**src/rtl/frontend_pkg.sv**
```systemverilog
// Frontend shared types: redirect sources, redirect FSM states, flush masks.
package frontend_pkg;

   localparam int ADDR_W  = 32;
   localparam int FLUSH_W = 3;

   typedef enum logic [1:0] {
      SRC_NONE = 2'd0,
      SRC_BP   = 2'd1,
      SRC_MISP = 2'd2,
      SRC_EXCP = 2'd3
   } redirect_src_t;

   typedef enum logic [1:0] {
      ST_IDLE  = 2'd0,
      ST_HOLD  = 2'd1,
      ST_DRAIN = 2'd2
   } redirect_state_t;

   localparam logic [FLUSH_W-1:0] FLUSH_ALL = 3'b111;
   localparam logic [FLUSH_W-1:0] FLUSH_IF1 = 3'b001;

   function automatic logic [31:0] sat_add(
      input logic [31:0] c,
      input logic [1:0]  inc
   );
      logic [32:0] s;
      s = {1'b0, c} + {31'b0, inc};
      return s[32] ? 32'hFFFF_FFFF : s[31:0];
   endfunction

endpackage

```
**src/rtl/redirect_pick.sv**
```systemverilog
// Priority select of the live redirect requests against the pending entry.
module redirect_pick #(
   parameter int ADDR_W = 32
) (
   input  logic              i_excp_req,
   input  logic [ADDR_W-1:0] i_excp_target,
   input  logic              i_misp_req,
   input  logic [ADDR_W-1:0] i_misp_target,
   input  logic              i_bp_req,
   input  logic [ADDR_W-1:0] i_bp_target,
   input  logic [1:0]        i_pend_src,
   input  logic [ADDR_W-1:0] i_pend_addr,
   output logic [1:0]        o_win_src,
   output logic [ADDR_W-1:0] o_win_addr,
   output logic [1:0]        o_cand_src,
   output logic [ADDR_W-1:0] o_cand_addr
);
   import frontend_pkg::*;

   always_comb begin
      o_win_src  = SRC_NONE;
      o_win_addr = '0;
      if (i_excp_req) begin
         o_win_src  = SRC_EXCP;
         o_win_addr = i_excp_target;
      end else if (i_misp_req) begin
         o_win_src  = SRC_MISP;
         o_win_addr = i_misp_target;
      end else if (i_bp_req) begin
         o_win_src  = SRC_BP;
         o_win_addr = i_bp_target;
      end
   end

   // ties go to the new request: it carries the newer address
   always_comb begin
      o_cand_src  = i_pend_src;
      o_cand_addr = i_pend_addr;
      if (o_win_src != SRC_NONE && o_win_src >= i_pend_src) begin
         o_cand_src  = o_win_src;
         o_cand_addr = o_win_addr;
      end
   end

endmodule

```
**src/rtl/fetch_redirect_ctrl.sv**
```systemverilog
// Fetch redirect sequencer: arbitrate, hold under pause, pulse, drain.
// Optional perf counters under `REDIRECT_PERF_EN.
module fetch_redirect_ctrl #(
   parameter int ADDR_W       = 32,
   parameter int FLUSH_W      = 3,
   parameter int DRAIN_CYCLES = 2
) (
   input  logic               clk,
   input  logic               rst,
   input  logic [5:0]         pause,
   input  logic               excp_req_i,
   input  logic [ADDR_W-1:0]  excp_target_i,
   input  logic               misp_req_i,
   input  logic [ADDR_W-1:0]  misp_target_i,
   input  logic               bp_req_i,
   input  logic [ADDR_W-1:0]  bp_target_i,
   output logic               redirect_valid_o,
   output logic [ADDR_W-1:0]  redirect_addr_o,
   output logic [1:0]         redirect_src_o,
   output logic [FLUSH_W-1:0] flush_o,
   output logic               fetch_en_o
`ifdef REDIRECT_PERF_EN
   ,
   output logic [31:0]        perf_excp_cnt_o,
   output logic [31:0]        perf_misp_cnt_o,
   output logic [31:0]        perf_bp_cnt_o,
   output logic [31:0]        perf_drop_cnt_o
`endif
);
   import frontend_pkg::*;

   localparam int CNT_W =
      (DRAIN_CYCLES < 1) ? 1 : $clog2(DRAIN_CYCLES + 1);
   localparam logic [CNT_W-1:0] DRAIN_INIT = CNT_W'(DRAIN_CYCLES);
   localparam logic [CNT_W-1:0] CNT_ONE    = CNT_W'(1);

   redirect_state_t   r_state, w_state_nxt;
   logic [1:0]        r_pend_src, w_pend_src_nxt;
   logic [ADDR_W-1:0] r_pend_addr, w_pend_addr_nxt;
   logic [1:0]        r_last_src, w_last_nxt;
   logic [CNT_W-1:0]  r_cnt, w_cnt_nxt;

   logic              r_valid;
   logic [ADDR_W-1:0] r_addr;
   logic [1:0]        r_src;
   logic [FLUSH_W-1:0] r_flush;
   logic              r_fetch_en;

   logic              w_pause;
   logic              w_unused_pause;
   logic [1:0]        w_win_src, w_cand_src;
   logic [ADDR_W-1:0] w_win_addr, w_cand_addr;
   logic              w_take;
   logic              w_issue;
   logic [1:0]        w_iss_src;
   logic [ADDR_W-1:0] w_iss_addr;
   logic [FLUSH_W-1:0] w_iss_flush;

   assign w_pause        = pause[0];
   assign w_unused_pause = ^pause[5:1];

   redirect_pick #(.ADDR_W(ADDR_W)) u_pick (
      .i_excp_req    (excp_req_i),
      .i_excp_target (excp_target_i),
      .i_misp_req    (misp_req_i),
      .i_misp_target (misp_target_i),
      .i_bp_req      (bp_req_i),
      .i_bp_target   (bp_target_i),
      .i_pend_src    (r_pend_src),
      .i_pend_addr   (r_pend_addr),
      .o_win_src     (w_win_src),
      .o_win_addr    (w_win_addr),
      .o_cand_src    (w_cand_src),
      .o_cand_addr   (w_cand_addr)
   );

   always_comb begin
      w_state_nxt     = r_state;
      w_pend_src_nxt  = r_pend_src;
      w_pend_addr_nxt = r_pend_addr;
      w_last_nxt      = r_last_src;
      w_cnt_nxt       = r_cnt;
      w_take          = 1'b0;
      w_issue         = 1'b0;
      w_iss_src       = SRC_NONE;
      w_iss_addr      = '0;
      unique case (r_state)
         ST_HOLD: begin
            w_take = (w_win_src != SRC_NONE) &&
                     (w_win_src >= r_pend_src);
            w_pend_src_nxt  = w_cand_src;
            w_pend_addr_nxt = w_cand_addr;
            if (!w_pause) begin
               w_issue    = 1'b1;
               w_iss_src  = w_cand_src;
               w_iss_addr = w_cand_addr;
            end
         end
         ST_IDLE, ST_DRAIN: begin
            // in drain, only same-or-higher priority than the last issue
            w_take = (w_win_src != SRC_NONE) &&
                     (r_state == ST_IDLE || w_win_src >= r_last_src);
            if (w_take && !w_pause) begin
               w_issue    = 1'b1;
               w_iss_src  = w_win_src;
               w_iss_addr = w_win_addr;
            end else if (w_take) begin
               w_pend_src_nxt  = w_win_src;
               w_pend_addr_nxt = w_win_addr;
               w_state_nxt     = ST_HOLD;
               w_cnt_nxt       = '0;
            end else if (r_state == ST_DRAIN) begin
               if (r_cnt <= CNT_ONE) begin
                  w_state_nxt = ST_IDLE;
                  w_cnt_nxt   = '0;
               end else begin
                  w_cnt_nxt = r_cnt - CNT_ONE;
               end
            end
         end
         default: w_state_nxt = ST_IDLE;
      endcase
      if (w_issue) begin
         w_pend_src_nxt  = SRC_NONE;
         w_pend_addr_nxt = '0;
         w_last_nxt      = w_iss_src;
         if (DRAIN_CYCLES == 0) begin
            w_state_nxt = ST_IDLE;
            w_cnt_nxt   = '0;
         end else begin
            w_state_nxt = ST_DRAIN;
            w_cnt_nxt   = DRAIN_INIT;
         end
      end
   end

   assign w_iss_flush = (w_iss_src == SRC_BP) ?
                        FLUSH_W'(FLUSH_IF1) : {FLUSH_W{1'b1}};

   always_ff @(posedge clk or negedge rst) begin
      if (!rst) begin
         r_state     <= ST_IDLE;
         r_pend_src  <= SRC_NONE;
         r_pend_addr <= '0;
         r_last_src  <= SRC_NONE;
         r_cnt       <= '0;
         r_valid     <= 1'b0;
         r_addr      <= '0;
         r_src       <= SRC_NONE;
         r_flush     <= '0;
         r_fetch_en  <= 1'b0;
      end else begin
         r_state     <= w_state_nxt;
         r_pend_src  <= w_pend_src_nxt;
         r_pend_addr <= w_pend_addr_nxt;
         r_last_src  <= w_last_nxt;
         r_cnt       <= w_cnt_nxt;
         r_valid     <= w_issue;
         r_addr      <= {w_iss_addr[ADDR_W-1:2], 2'b00};
         r_src       <= w_iss_src;
         r_flush     <= w_issue ? w_iss_flush : '0;
         r_fetch_en  <= (w_state_nxt != ST_DRAIN);
      end
   end

   assign redirect_valid_o = r_valid;
   assign redirect_addr_o  = r_addr;
   assign redirect_src_o   = r_src;
   assign flush_o          = r_flush;
   assign fetch_en_o       = r_fetch_en;

`ifdef REDIRECT_PERF_EN
   logic [31:0] r_perf_excp, r_perf_misp, r_perf_bp, r_perf_drop;
   logic [1:0]  w_ndrop;

   // every request not taken this cycle counts as discarded
   assign w_ndrop = ({1'b0, excp_req_i} + {1'b0, misp_req_i} +
                     {1'b0, bp_req_i}) - {1'b0, w_take};

   always_ff @(posedge clk or negedge rst) begin
      if (!rst) begin
         r_perf_excp <= '0;
         r_perf_misp <= '0;
         r_perf_bp   <= '0;
         r_perf_drop <= '0;
      end else begin
         if (w_issue && w_iss_src == SRC_EXCP)
            r_perf_excp <= sat_add(r_perf_excp, 2'd1);
         if (w_issue && w_iss_src == SRC_MISP)
            r_perf_misp <= sat_add(r_perf_misp, 2'd1);
         if (w_issue && w_iss_src == SRC_BP)
            r_perf_bp <= sat_add(r_perf_bp, 2'd1);
         r_perf_drop <= sat_add(r_perf_drop, w_ndrop);
      end
   end

   assign perf_excp_cnt_o = r_perf_excp;
   assign perf_misp_cnt_o = r_perf_misp;
   assign perf_bp_cnt_o   = r_perf_bp;
   assign perf_drop_cnt_o = r_perf_drop;
`endif

endmodule

```
**config.mk**
```make
export PLATFORM = sky130hd
export DESIGN_NAME = fetch_redirect_ctrl
export DESIGN_NICKNAME = d
export VERILOG_FILES = /design/src/rtl/frontend_pkg.sv /design/src/rtl/redirect_pick.sv /design/src/rtl/fetch_redirect_ctrl.sv
export SDC_FILE = /design/constraint.sdc
export NUM_CORES = 1
export LEC_CHECK = 0
export BUFFER_PORTS_ARGS = -buffer_cell sky130_fd_sc_hd__buf_2
export CORE_MARGIN = 8
export CORE_UTILIZATION = 44
export DETAILED_ROUTE_END_ITERATION = 6
export PLACE_DENSITY = 0.76
export RECOVER_POWER = 25
export SYNTH_ARGS = -nofsm -noshare
export SYNTH_HDL_FRONTEND = slang
export SYNTH_SLANG_ARGS = --single-unit
```
**constraint.sdc**
```tcl
create_clock -name clk -period 2.23 [get_ports clk]
set_clock_uncertainty 0.15 [all_clocks]
set_input_delay 0 -clock clk [delete_from_list [all_inputs] [get_ports clk]]
set_output_delay 0 -clock clk [all_outputs]
set_load 0.03 [all_outputs]
```
# Word-level counts from Yosys, hierarchy flattened
# Cells that the tools add are included.
# W data, S select, Z words.
dict set report classes {
  magnitude_cmp 3
  eq_ne 7
  muxes 39
  addsub 1
  n_reduce_logical 13
}
# operator n
set ops {}
lappend ops {{$mux W32} 9}
lappend ops {{$pmux W32 S2} 2}
lappend ops {{$mux W2} 19}
lappend ops {{$pmux W2 S2} 3}
lappend ops {{$mux W3} 2}
lappend ops {{$ne A3 B3 Y1 const B} 2}
lappend ops {{$reduce_and A3 Y1} 2}
lappend ops {{$reduce_bool A3 Y1} 2}
lappend ops {{$eq A2 B1 Y1 const B} 2}
lappend ops {{$ge A2 B2 Y1} 2}
lappend ops {{$ne A2 B2 Y1 const B} 2}
lappend ops {{$reduce_bool A2 Y1} 2}
lappend ops {{$logic_and A1 B1 Y1} 3}
lappend ops {{$mux W1} 3}
lappend ops {{$eq A2 B2 Y1 const B} 1}
lappend ops {{$le A2 B1 Y1 const B} 1}
lappend ops {{$logic_not A2 Y1} 1}
lappend ops {{$pmux W1 S2} 1}
lappend ops {{$reduce_or A2 Y1} 1}
lappend ops {{$sub A2 B1 Y2 const B} 1}
lappend ops {{$logic_not A1 Y1} 1}
lappend ops {{$logic_or A1 B1 Y1} 1}
dict set report word_totals {
  out_inout_bits 39
  regBits 77
  wordCells 73
  input_bits 107
}

# Longest topological paths before layout
dict set report depth {
  ltp_word 12
  depth_mapped 12
  ltp_nobuf 8
}

# Modules after synthesis
# A second synthesis with hierarchy kept.
dict set report unflattened {
  hier_cells 467
  hier_area_um2 4828.4
}
# mod cells_each instances seq_area_each_um2 area_per_inst_um2
set modules_own_cells {}
lappend modules_own_cells {fetch_redirect_ctrl 304 1 1876.8 3425.8}
lappend modules_own_cells {redirect_pick 163 1 0.0 1402.6}

# Worst setup path before layout
# Ideal clock, no wire load.
dict set report synth_timing {
  path_type {input-to-reg}
  from {input port bp_req_i}
  to {register r_addr[13] (netlist: redirect_addr_o[13])}
  n_path_buf 4
  setup_time_ns 0.120
  stages 12
  arrival_ns 2.074
  t_required_ns 1.960
  setup_slack_ns -0.114
  cell_sequence {buf_2 nor2b_1 buf_2 nor2_1 ha_1 nand2b_4 a21oi_1 o32a_1 nor2_2 buf_6 buf_8 a22o_4}
}
dict set report synth_via {
  elab_chain_cells 9
  word_cells_on_any_way 17
  cone_classes {2 x order compare; 10 x mux; 5 x reduce/logical}
}
# item line_no
set synth_rtl {}
lappend synth_rtl {{from (decl)} fetch_redirect_ctrl.sv:15} ;# input logic bp_req_i,
lappend synth_rtl {{$mux W1} redirect_pick.sv:29} ;# end else if (i_bp_req) begin
lappend synth_rtl {{$mux W2} redirect_pick.sv:26} ;# end else if (i_misp_req) begin
lappend synth_rtl {{$mux W2} redirect_pick.sv:23} ;# if (i_excp_req) begin
lappend synth_rtl {{$ge A2 B2 Y1} fetch_redirect_ctrl.sv:102} ;# (r_state == ST_IDLE || w_win_src >= r_last_src);
lappend synth_rtl {{$logic_or A1 B1 Y1} fetch_redirect_ctrl.sv:102}
lappend synth_rtl {{$logic_and A1 B1 Y1} fetch_redirect_ctrl.sv:101} ;# w_take = (w_win_src != SRC_NONE) &&
lappend synth_rtl {{$logic_and A1 B1 Y1} fetch_redirect_ctrl.sv:103} ;# if (w_take && !w_pause) begin
lappend synth_rtl {{$mux W32} fetch_redirect_ctrl.sv:103}
lappend synth_rtl {{$pmux W32 S2 (*)} fetch_redirect_ctrl.sv:87} ;# unique case (r_state)
lappend synth_rtl {{via w_iss_addr[13]} fetch_redirect_ctrl.sv:56} ;# logic [ADDR_W-1:0] w_iss_addr;
lappend synth_rtl {{to (signal assigned)} fetch_redirect_ctrl.sv:159} ;# r_addr <= {w_iss_addr[ADDR_W-1:2], 2'b00};
lappend synth_rtl {{to (decl)} fetch_redirect_ctrl.sv:44} ;# logic [ADDR_W-1:0] r_addr;
# The timed path passes the listed nets; every way through them passes the cells marked *.
# A chain may end at the register's enable or synchronous reset.

# Final worst setup path
dict set report layout_timing {
  from {register r_last_src[0]}
  to {register r_flush[1] (netlist: flush_o[1])}
}
dict set report layout_via {
  elab_chain_cells 9
  word_cells_on_any_way 11
  cone_classes {1 x order compare; 1 x eq/ne; 6 x mux; 3 x reduce/logical}
}
# item line_no
set layout_rtl {}
lappend layout_rtl {{from (decl)} fetch_redirect_ctrl.sv:40} ;# logic [1:0] r_last_src, w_last_nxt;
lappend layout_rtl {{from (signal assigned)} fetch_redirect_ctrl.sv:156} ;# r_last_src <= w_last_nxt;
lappend layout_rtl {{$ge A2 B2 Y1 (*)} fetch_redirect_ctrl.sv:102}
lappend layout_rtl {{$logic_or A1 B1 Y1 (*)} fetch_redirect_ctrl.sv:102}
lappend layout_rtl {{$logic_and A1 B1 Y1 (*)} fetch_redirect_ctrl.sv:101}
lappend layout_rtl {{$logic_and A1 B1 Y1 (*)} fetch_redirect_ctrl.sv:103}
lappend layout_rtl {{$mux W2} fetch_redirect_ctrl.sv:103}
lappend layout_rtl {{$pmux W2 S2} fetch_redirect_ctrl.sv:87}
lappend layout_rtl {{$eq A2 B1 Y1} fetch_redirect_ctrl.sv:137} ;# assign w_iss_flush = (w_iss_src == SRC_BP) ?
lappend layout_rtl {{$mux W3} fetch_redirect_ctrl.sv:137}
lappend layout_rtl {{$mux W3 (*)} fetch_redirect_ctrl.sv:161} ;# r_flush <= w_issue ? w_iss_flush : '0;
lappend layout_rtl {{to (signal assigned)} fetch_redirect_ctrl.sv:161}
lappend layout_rtl {{to (decl)} fetch_redirect_ctrl.sv:46} ;# logic [FLUSH_W-1:0] r_flush;
# Mark *: on every way between the ends. The rest lies on a longest branch, timed or not.

==> impl_metrics.csv <==
group,metric,value,unit
pwr,p_comb_share,46.0,%
clock_tree,clock_latency,0.33,ns
routing,wirelength,11300,um
run,drv_cap,1,
global_routing,antenna_found_initial,0,
pwr,netSwitchingFraction,40.0,%
critical_path,endpoint_kind,"flip-flop",
synth,synth_cell_types,49,
clock_tree,cts_buffer_depth,2,
critical_path,cp.arrival,2.21,ns
critical_path,cpPeakStageDelay,0.43,ns
floorplan,core_area,8180,sq um
routing,drcViolationCount,0,
synth,syn_area,3690,sq um
floorplan,dieArea,11600,sq um
global_routing,grt_max_degree,74,
pwr,leakage,2.39,nW
pwr,clock_power_share,17.4,%
synth,synth_edf_count,0,
synth,synth_area_per_cell,10.1,sq um
status,violations,"capacitance limit, slew limit",
synth,netlist_instances,367,
sta,fmax,469,MHz
routing,postRouteAntennaNets,0,
synth,synth_ff_type,"dfrtp_1",
min_path,min_path_type,"in2reg",
sta,post-route-period-util,95.5,%
routing,first_pass_iters,4,
routing,first_iter_violations,236,
sta,rsz0062_at_grt,"no",
clock_tree,numCtsBuffers,9,
pwr,p_seq_share,36.6,%
final_layout,layout.nets,644,
routing,vias,3577,
critical_path,slowest_stage,"or4_1",
sta,tns,0,ns
clock_tree,clk_pin_slew,0.07,ns
clock_tree,htree_levels,3,
global_routing,gr-usage-all-layers,19.7,%
sta,setup_viol,0,
floorplan,start_util,45.2,%
pwr,p_switching,2.21,mW
synth,yosysSeqAreaShare,49.5,%
global_routing,grt_pass1_wl,18500,um
final_layout,layout-drive-gt1-share,29.4,%
pwr,power_density,1100,nW/um^2
pwr,ir_worst_vdd,0.000459,V
synth,ys_ff_latch,73,
critical_path,critPathBufInv,1,
placement,io_buffers,132,
sta,relSlewSlack,-4.36,%
critical_path,crit_required,2.31,ns
critical_path,worstSetupPathType,"reg2reg",
floorplan,die_w,108,um
final_layout,finalInstanceArea,5030,sq um
critical_path,cp_top_family,"simple AND/OR/NAND/NOR gates",
clock_tree,root_buffer,"clkbuf_8",
final_layout,antennaDiodeCount,0,
floorplan,rows,33,
global_routing,grt_overflow,0,
clock_tree,post-cts-setup-buffer-count,0,
routing,wl_per_cell,17.6,um
global_routing,grt_pass1_vias,3694,
critical_path,crit_fanout,3,
sta,whs,0.0156,ns
critical_path,r2r.worst_path.cells,7,
min_path,hold_depth,4,
placement,dp_hpwl,7850,um
floorplan,die_y,108,um
sta,maxSlewViolCount,74,
clock_tree,cts_tree,"yes",
sta,fin_crit,2.13,ns
sta,tightestPinTransition,1.57,ns
status,status,"complete, but fails checks",
placement,dpl-instance-area,4560,sq um
pwr,intPower,3.31,mW
routing,viasPerCell,5.56,
critical_path,worst_setup_path_start_kind,"flip-flop",
placement,place.gp.congestion,0.914,
final_layout,area_delta_synth_final,36.2,%
synth,async_reset_ff_share,100,%
clock_tree,clock_sinks,73,
critical_path,path_cells,"ha_1 > nand2b_1 > a21oi_1 > buf_4 > or4_1 > o32a_1 > a21o_1",
floorplan,io_pins,146,
critical_path,worstSetupPathDepth,7,
sta,timing_hold_violations_final,0,
synth,yosys_warnings,0,
## flip-flops by register name, summed over array words and instances (netlist names)
name,cells
r_state,2
fetch_en_o,1
r_last_src,2
r_pend_addr,30
r_cnt,2
flush_o,2
redirect_src_o,2
r_pend_src,2
redirect_addr_o,30
## cell families after synthesis
group	count (synthesis)	share of synthesized area [%]
other cells	1	0.102
mux	1	0.271
fa+ha+maj	4	1.36
buf+inv	44	5.93
flops	73	49.5
compound gates	160	32.1
simple gates	84	10.7
## Yosys cell counts (2+ instances only)
cell / number / share of area (%)
a31oi_1: 2 / 0.34
a21o_1: 2 / 0.41
buf_4: 7 / 1.4
nor2_1: 4 / 0.41
inv_2: 2 / 0.20
a211oi_1: 2 / 0.41
a21oi_1: 9 / 1.2
clkbuf_1: 20 / 2.0
nand2_1: 57 / 5.8
a2bb2oi_1: 20 / 4.7
nor2_2: 3 / 0.51
o32ai_1: 2 / 0.47
o31ai_1: 2 / 0.41
o22ai_1: 2 / 0.34
dfrtp_1: 73 / 49
nand3_1: 2 / 0.27
ha_1: 4 / 1.4
a22oi_1: 30 / 6.1
and2_1: 3 / 0.51
o211ai_1: 3 / 0.61
buf_2: 7 / 0.95
inv_1: 5 / 0.51
o32a_1: 3 / 0.81
a22o_1: 38 / 9.0
o21ai_0: 36 / 4.9
or3_1: 2 / 0.34
nand2b_1: 3 / 0.51
nor2b_1: 3 / 0.51
## power by group through the flow
stage | Combinational (mW) | Sequential, mW | Clock (mW)
final | 2.54 | 2.02 | 0.959
after global routing | 2.75 | 2.08 | 1.02
after CTS | 2.56 | 2.01 | 0.973
after detailed placement | 2.51 | 2.03 | 0
after global placement | 2.46 | 2.01 | 0
after floorplan | 1.40 | 2.31 | 0
## per-stage QoR
stage	setup WS [ns]	util, %	total power [mW]	std cells
3_3_place_gp	0.0278	55.8	4.47	596
3_5_place_dp	-0.0465	55.8	4.54	596
4_1_cts	0.00356	61.9	5.54	643
2_1_floorplan	-0.0242	-	3.71	368
6_report	0.0993	61.5	5.52	643
5_1_grt	0.000502	61.5	5.85	643
## cell usage in the layout (no fill, tap or decap), types with 4 or more instances in the layout
| cell | netlist | final |
|---|---|---|
| clkbuf_1 | 20 | 37 |
| dfrtp_1 | 73 | 73 |
| inv_1 | 5 | 5 |
| a2bb2oi_1 | 20 | 20 |
| dlygate4sd3_1 | 0 | 31 |
| buf_4 | 7 | 25 |
| ha_1 | 4 | 4 |
| inv_6 | 0 | 4 |
| buf_2 | 7 | 95 |
| a22o_1 | 38 | 38 |
| o21ai_0 | 36 | 36 |
| nand2_1 | 57 | 57 |
| clkbuf_8 | 0 | 9 |
| a22oi_1 | 30 | 30 |
| a21oi_1 | 9 | 8 |
## worst paths after layout
| check | startpoint | to | slack (ns) |
|---|---|---|---|
| setup / recovery | r_last_src[0]$_DFFE_PN0N_ | flush_o[1]$_DFF_PN0_ | 0.1 |
| hold / removal | excp_target_i[24] | redirect_addr_o[24]$_DFF_PN0_ | 0.02 |
| setup reg to reg | r_last_src[0]$_DFFE_PN0N_ | flush_o[1]$_DFF_PN0_ | 0.1 |
| hold reg to reg | r_cnt[0]$_DFFE_PN0P_ | r_cnt[0]$_DFFE_PN0P_ | 0.33 |
| max in group asynchronous | rst | redirect_addr_o[28]$_DFF_PN0_ | 0.55 |
| min in group asynchronous | rst | redirect_addr_o[25]$_DFF_PN0_ | 0.44 |
## layout make-up
cell class,count,area [sq um]
sequential,73,1830
multi-input combinational,251,1690
inverter,7,26.3
clock buffer,9,124
tap,105,131
timing repair buffer,191,1170
fill,703,3150
clock inverter,7,58.8
## per-layer routing
metal / global-route usage [%] / part of all wire, % / vias up
li1: - / - / 1685
met1: 24.1 / 41 / 1725
met2: 32.9 / 50 / 148
met3: 4.43 / 7.7 / 19
met4: 7.43 / 1.9 / 0
met5: 0 / 0 / -
## worst register-to-register path: cells and delay by family, from the launching register on
family | cells | cell delay, ns
flip-flops | 1 | 0.38
buffers and inverters | 1 | 0.16
adder cells (fa/ha/maj) | 1 | 0.27
AO/OA/AOI/OAI | 3 | 0.52
AND/OR/NAND/NOR | 2 | 0.55
## repair_timing
action	4_1_cts	5_1_grt
endpoints found under the hold margin	132	0
pin swaps	0	1
resized for setup	1	4
hold buffers	31	0
setup endpoints to repair	3	27
No activity file was read; power rests on OpenSTA's default activity.
